--- src/rtl/wb_pkg.sv ---
// Shared constants for the MEM/WB writeback stage: result-source encodings
// and load funct3 codes.
package wb_pkg;

  localparam int RES_ALU = 0;
  localparam int RES_MEM = 1;
  localparam int RES_PC4 = 2;
  localparam int RES_IMM = 3;

  localparam logic [2:0] F3_LB  = 3'd0;
  localparam logic [2:0] F3_LH  = 3'd1;
  localparam logic [2:0] F3_LW  = 3'd2;
  localparam logic [2:0] F3_LBU = 3'd4;
  localparam logic [2:0] F3_LHU = 3'd5;

endpackage

--- src/rtl/writeback_stage_load_extend.sv ---
// Combinational sub-word load extraction (LB/LBU/LH/LHU); LW and reserved
// funct3 codes pass the word through unchanged.
module load_extend
  import wb_pkg::*;
#(
  parameter int WIDTH = 32
) (
  input  logic [WIDTH-1:0] word,
  input  logic [2:0]       funct3,
  input  logic [1:0]       offset,
  output logic [WIDTH-1:0] extended
);

  logic [7:0]  loadByte;
  logic [15:0] loadHalf;

  assign loadByte = word[{offset, 3'b000} +: 8];
  assign loadHalf = word[{offset[1], 4'b0000} +: 16];

  always_comb begin
    extended = word;
    case (funct3)
      F3_LB:   extended = {{(WIDTH-8){loadByte[7]}}, loadByte};
      F3_LBU:  extended = {{(WIDTH-8){1'b0}}, loadByte};
      F3_LH:   extended = {{(WIDTH-16){loadHalf[15]}}, loadHalf};
      F3_LHU:  extended = {{(WIDTH-16){1'b0}}, loadHalf};
      default: extended = word;
    endcase
  end

endmodule

--- src/rtl/writeback_stage.sv ---
// MEM/WB pipeline register: result-source select, register-file write port,
// retire counter and sticky illegal-select flag. Define WB_LOAD_EXT_EN to
// route load data through sub-word extraction.
module writeback_stage
  import wb_pkg::*;
#(
  parameter int WIDTH   = 32,
  parameter int NUM_SRC = 4,
  parameter int SEL_W   = $clog2(NUM_SRC),
  parameter int REG_AW  = 5,
  parameter int CNT_W   = 32
) (
  input  logic                     clk,
  input  logic                     reset,
  input  logic                     inValid,
  output logic                     inReady,
  input  logic [NUM_SRC*WIDTH-1:0] srcData,
  input  logic [SEL_W-1:0]         resultSrc,
  input  logic [REG_AW-1:0]        rdIn,
  input  logic                     regWriteIn,
  input  logic [2:0]               funct3In,
  input  logic [1:0]               byteOffIn,
  input  logic                     stall,
  input  logic                     flush,
  output logic                     wbValid,
  output logic                     regWrite,
  output logic [REG_AW-1:0]        rd,
  output logic [WIDTH-1:0]         result,
  output logic [CNT_W-1:0]         retireCnt,
  output logic                     selErr
);

  logic [WIDTH-1:0] selected;
  logic [WIDTH-1:0] memWord;
  logic [WIDTH-1:0] memFinal;
  logic             selIllegal;
  logic             accept;

  assign inReady    = !stall;
  assign accept     = inValid && !stall && !flush;
  assign selIllegal = int'(resultSrc) >= NUM_SRC;
  assign memWord    = srcData[RES_MEM*WIDTH +: WIDTH];

`ifdef WB_LOAD_EXT_EN
  load_extend #(.WIDTH(WIDTH)) uLoadExtend (
    .word     (memWord),
    .funct3   (funct3In),
    .offset   (byteOffIn),
    .extended (memFinal)
  );
`else
  assign memFinal = memWord;
`endif

  // Illegal selects fall through every arm and leave the result at zero
  always_comb begin
    selected = '0;
    for (int k = 0; k < NUM_SRC; k++) begin
      if (int'(resultSrc) == k) begin
        selected = (k == RES_MEM) ? memFinal : srcData[k*WIDTH +: WIDTH];
      end
    end
  end

  always_ff @(posedge clk) begin
    if (reset) begin
      wbValid   <= 1'b0;
      regWrite  <= 1'b0;
      rd        <= '0;
      result    <= '0;
      retireCnt <= '0;
      selErr    <= 1'b0;
    end else begin
      if (wbValid && !stall && !flush) begin
        retireCnt <= retireCnt + CNT_W'(1);
      end
      // Flush beats stall; stall freezes everything including wbValid
      if (flush) begin
        wbValid  <= 1'b0;
        regWrite <= 1'b0;
      end else if (!stall) begin
        wbValid  <= inValid;
        regWrite <= inValid && regWriteIn && (rdIn != '0);
      end
      if (accept) begin
        rd     <= rdIn;
        result <= selected;
        if (selIllegal) begin
          selErr <= 1'b1;
        end
      end
    end
  end

endmodule

--- config.mk ---
export PLATFORM = sky130hd
export DESIGN_NAME = writeback_stage
export DESIGN_NICKNAME = d
export VERILOG_FILES = /design/src/rtl/wb_pkg.sv /design/src/rtl/writeback_stage_load_extend.sv /design/src/rtl/writeback_stage.sv
export SDC_FILE = /design/constraint.sdc
export NUM_CORES = 1
export LEC_CHECK = 0
export ABC_AREA = 1
export CAP_MARGIN = 20
export CORE_ASPECT_RATIO = 1.5
export CORE_MARGIN = 2
export CORE_UTILIZATION = 35
export DETAILED_ROUTE_END_ITERATION = 10
export PLACE_DENSITY_LB_ADDON = 0.25
export SLEW_MARGIN = 25
export SYNTH_ARGS = -nofsm -noshare
export SYNTH_HDL_FRONTEND = slang
export SYNTH_SLANG_ARGS = --single-unit
--- constraint.sdc ---
create_clock -name clk -period 2.8 [get_ports clk]
set_clock_uncertainty 0.15 [all_clocks]
set_input_delay 0.28 -clock clk [delete_from_list [all_inputs] [get_ports clk]]
set_output_delay 0.28 -clock clk [all_outputs]
set_load 0.01 [all_outputs]
==> results.md <==
- Across all setup checks in the final design, the least slack found is around 830 ps.
- The initial detailed-routing violation count is roughly 230.
- The power density relative to cell area is between 400 and 500 nW/um^2.
- After synthesis, the largest family of logic cells by area is simple AND/OR/NAND/NOR gates.
- STA classifies the critical path startpoint as an input pin.
- At the placement stage, the worst setup path has a slack of roughly 580 ps.
- The portion of synthesized area spent on multiplexers is 0%.
- The maximum number of buffers from clock root to sink is 2.
- After detailed routing, the number of remaining DRC violations is 0.
- The share of flip-flops with an asynchronous set or reset after synthesis is 0%.
- The layout has 1089 filler cells.
- Setup repair after global routing left no endpoint under its margin.
- For this run the aggregate overflow at the end of global routing stands at 0.
- Data on the critical path arrives at its endpoint at ~1500 ps.
- The library cells used most frequently in the layout, excluding fill and tap cells, are sky130_fd_sc_hd__clkdlybuf4s50_1 (212), sky130_fd_sc_hd__nand2_1 (146), sky130_fd_sc_hd__dfxtp_1 (71).
- The overall routing resource usage is approximately 25%.
- On the worst path, the slowest cell contributes a delay of roughly 570 ps.
- In the final layout, the multi-input gates occupy 2210 sq um.
- The number of cells produced by synthesis is roughly 600.
- The via count of the first global-routing pass is approximately 5000.
- The number of antenna diodes in the final layout is 0.
- The cell chosen for the clock root is sky130_fd_sc_hd__clkbuf_16.
- The final max-slew violation count is 0.
- Among all stages on the critical path, the largest delay is contributed by sky130_fd_sc_hd__clkdlybuf4s50_1.
- The type of element capturing the critical path is an output pin.
- The flow ran to the end, and the final reports show no timing, DRC or antenna violations.
- Data on the critical path is required at its endpoint by ~2400 ps.
- The post-CTS repair timing setup buffer count is 0.
- The post-synthesis average cell area is about 6.6 sq um.
- Max-cap violations in this run came to 0.
- The minimum clock period is ~2000 ps.
- The layout overhead on the synthesized area is 65.1%.
- The hold-fix buffer count after cts is 0.
- For this run, the leading register cell type out of synthesis is sky130_fd_sc_hd__dfxtp_1.
- The number of enable-type register cells in the synthesized netlist is 0.
- The signal on the critical path passes through clkdlybuf4s50_1 > inv_2 > clkdlybuf4s50_1.
- The clock sink count is 71.
- The setup-violating endpoint count in the final report is 0.
- The post-cts gate resize count is 0.
- Leaving out fill and tap cells, the most frequent cell in the layout is sky130_fd_sc_hd__clkdlybuf4s50_1.
- IR analysis of the VDD net gives a maximum drop of 0.000289 V.
- The reported leakage power is approximately 2.5 nW.
- The largest net degree at the start of global routing is 39.
- The congestion estimate from routability-driven global placement came to 0.917.
- The vertical die dimension is around 130 um.
- The total area of sequential cells is around 1400 sq um.
- The via count of the routed design is around 5000.
- The class of the tightest hold or removal check is flop to flop.
- For the final routed database, the setup TNS stands at 0 ps.
- The average wire length per cell after detail routing is approximately 17 um.
- From left edge to right edge, the die measures around 91 um.
- The area enclosed by the die boundary is 12300 sq um.
- TritonCTS built the clock tree.
- The level count of the clock H-tree is 3.
- The fraction of final layout cells sized beyond drive strength 1 is under 10%.
- The via density per instance is between 5 and 6.
- Among the stages of the critical path, the cell type that occurs most often is sky130_fd_sc_hd__clkdlybuf4s50_1.
- The buffer and inverter count on the worst path is 3.
- Buffers inserted during clock tree synthesis total 9.
- The initial utilization of the core area, before any placement, comes to a little over a third.
- The number of nets with antenna violations after detailed routing is 0.
- After synthesis the cells add up to 3980 sq um.
- The initial antenna violation count is 0.
- Clock-pin slew was measured on the worst setup and hold paths at roughly 60 ps.
- Across all register-to-register paths, the minimum setup slack is a little under 1000 ps.
- For this run, the register share of the synthesized area comes to between 30 and 40%.
- The floorplan step defined a core boundary enclosing approximately 11000 sq um.
- For this design the top-level I/O count stands at roughly 220.
- The compound-cell area share of the yosys netlist is about a fifth.
- The number of port buffers is between 200 and 250.
- Row generation in the floorplan step produced 47 rows.
- Broken down by cell family, the worst path's largest delay share belongs to buffers and inverters.
- The maximum clock rate is approximately 0.51 GHz.
- The synthesized net count is 751.
- The critical path in this run is classified as input pin to output pin.
- The HPWL after detailed placement is between 10 and 15 mm.
- Wires add up to 15.9 mm.
- The number of detailed-routing iterations run before antenna repair is 5.
- The number of hold-slack violations in the final timing report is 0.
- The net count reported at finish is about 960.
- Of the total synthesized cell area, the portion taken by XOR and XNOR cells is 0.660%.
- At the later pin of the worst-skew pair, clock insertion delay measures ~340 ps.
- Of the total synthesized cell area, the portion taken by full adders, half adders and majority gates is less than 1%.
- After Yosys synthesis, and, or, nand and nor cells account for a little over a third of the synthesized area.
- Of the available clock period, the critical path in the final layout requires 70.3%.
- The number of warning messages in the yosys log is 0.
- The synthesized netlist contains 32 unique library cells.
- In this run, synthesis produced a sequential element count of just over 70.
- The peak fanout along the critical path is 5.
- The first global-routing pass estimated about 24 mm of wire.
==> flip-flops by register name (all words and copies together) (netlist names) <==
| name | flops |
|---|---|
| rd | 5 |
| regWrite | 1 |
| retireCnt | 32 |
| result | 32 |
| wbValid | 1 |
==> Yosys cell counts, types with 4 or more instances <==
master,count,area share [%]
sky130_fd_sc_hd__nand4_1,13,2.0
sky130_fd_sc_hd__nor2_4,4,1.1
sky130_fd_sc_hd__nor3_1,5,0.63
sky130_fd_sc_hd__dfxtp_1,71,36
sky130_fd_sc_hd__nand2_2,5,0.79
sky130_fd_sc_hd__nor2_1,68,6.4
sky130_fd_sc_hd__clkbuf_1,18,1.7
sky130_fd_sc_hd__buf_2,9,1.1
sky130_fd_sc_hd__nand2_1,146,14
sky130_fd_sc_hd__nand3_1,48,6.0
sky130_fd_sc_hd__o21ai_1,5,0.63
sky130_fd_sc_hd__o21ai_0,61,7.7
sky130_fd_sc_hd__inv_1,52,4.9
sky130_fd_sc_hd__nor2_2,6,0.94
sky130_fd_sc_hd__nand3_2,4,1.0
sky130_fd_sc_hd__a21oi_1,48,6.0
sky130_fd_sc_hd__a41oi_1,22,4.8
==> per-layer routing <==
layer	share of wire [%]	vias up	global-route usage, %
met5	0	-	0
met3	9.3	53	7.81
met1	34	2233	25.0
met4	5.3	0	15.6
li1	-	2432	-
met2	51	239	46.3
==> worst paths after layout <==
| path | cells after the start | start | endpoint |
|---|---|---|---|
| setup / recovery | 3 | stall | inReady |
| hold / removal | 2 | regWrite | regWrite |
| setup reg to reg | 7 | wbValid | retireCnt[30] |
| hold reg to reg | 2 | regWrite | regWrite |
==> power breakdown <==
group	internal, W	switching, W	leakage, nW
Sequential	0.00104	0.0000169	0.577
Clock	0.000781	0.000473	0.152
Combinational	0.000275	0.000183	1.80
Total	0.00210	0.000673	2.53
==> cells by family after synthesis <==
kind of cell             after synthesis
adder cells (fa/ha/maj)                1
XOR/XNOR                               3
other                                  1
buffers and inverters                 85
flip-flops                            71
AND/OR/NAND/NOR                      305
AO/OA/AOI/OAI                        138
==> per-stage QoR <==
step           total power [W]  utilization [%]  cells  area [sq um]  hold slack, ps
2_1_floorplan          0.00122                -    604          3980             209
3_3_place_gp           0.00153             56.6    945          6250             296
3_5_place_dp           0.00153             56.6    945          6250             307
4_1_cts                0.00279             59.5    961          6580             318
5_1_grt                0.00287             59.5    961          6580             336
6_report               0.00277             59.5    961          6580             319
==> layout make-up <==
type	instances	share of cell area, %
clock buffer	9	3.43
sequential	71	21.6
inverter	54	3.08
multi-input combinational	448	33.6
tap	147	2.80
clock inverter	7	1.48
timing repair buffer	225	33.9
==> tightest hold or removal path, cell delays in order, from the launching register on <==
cell and delay [ps]:
sky130_fd_sc_hd__dfxtp_1 310, sky130_fd_sc_hd__nand2_1 50, sky130_fd_sc_hd__a21oi_1 60
Note: power is estimated with default switching activity, not from simulation.
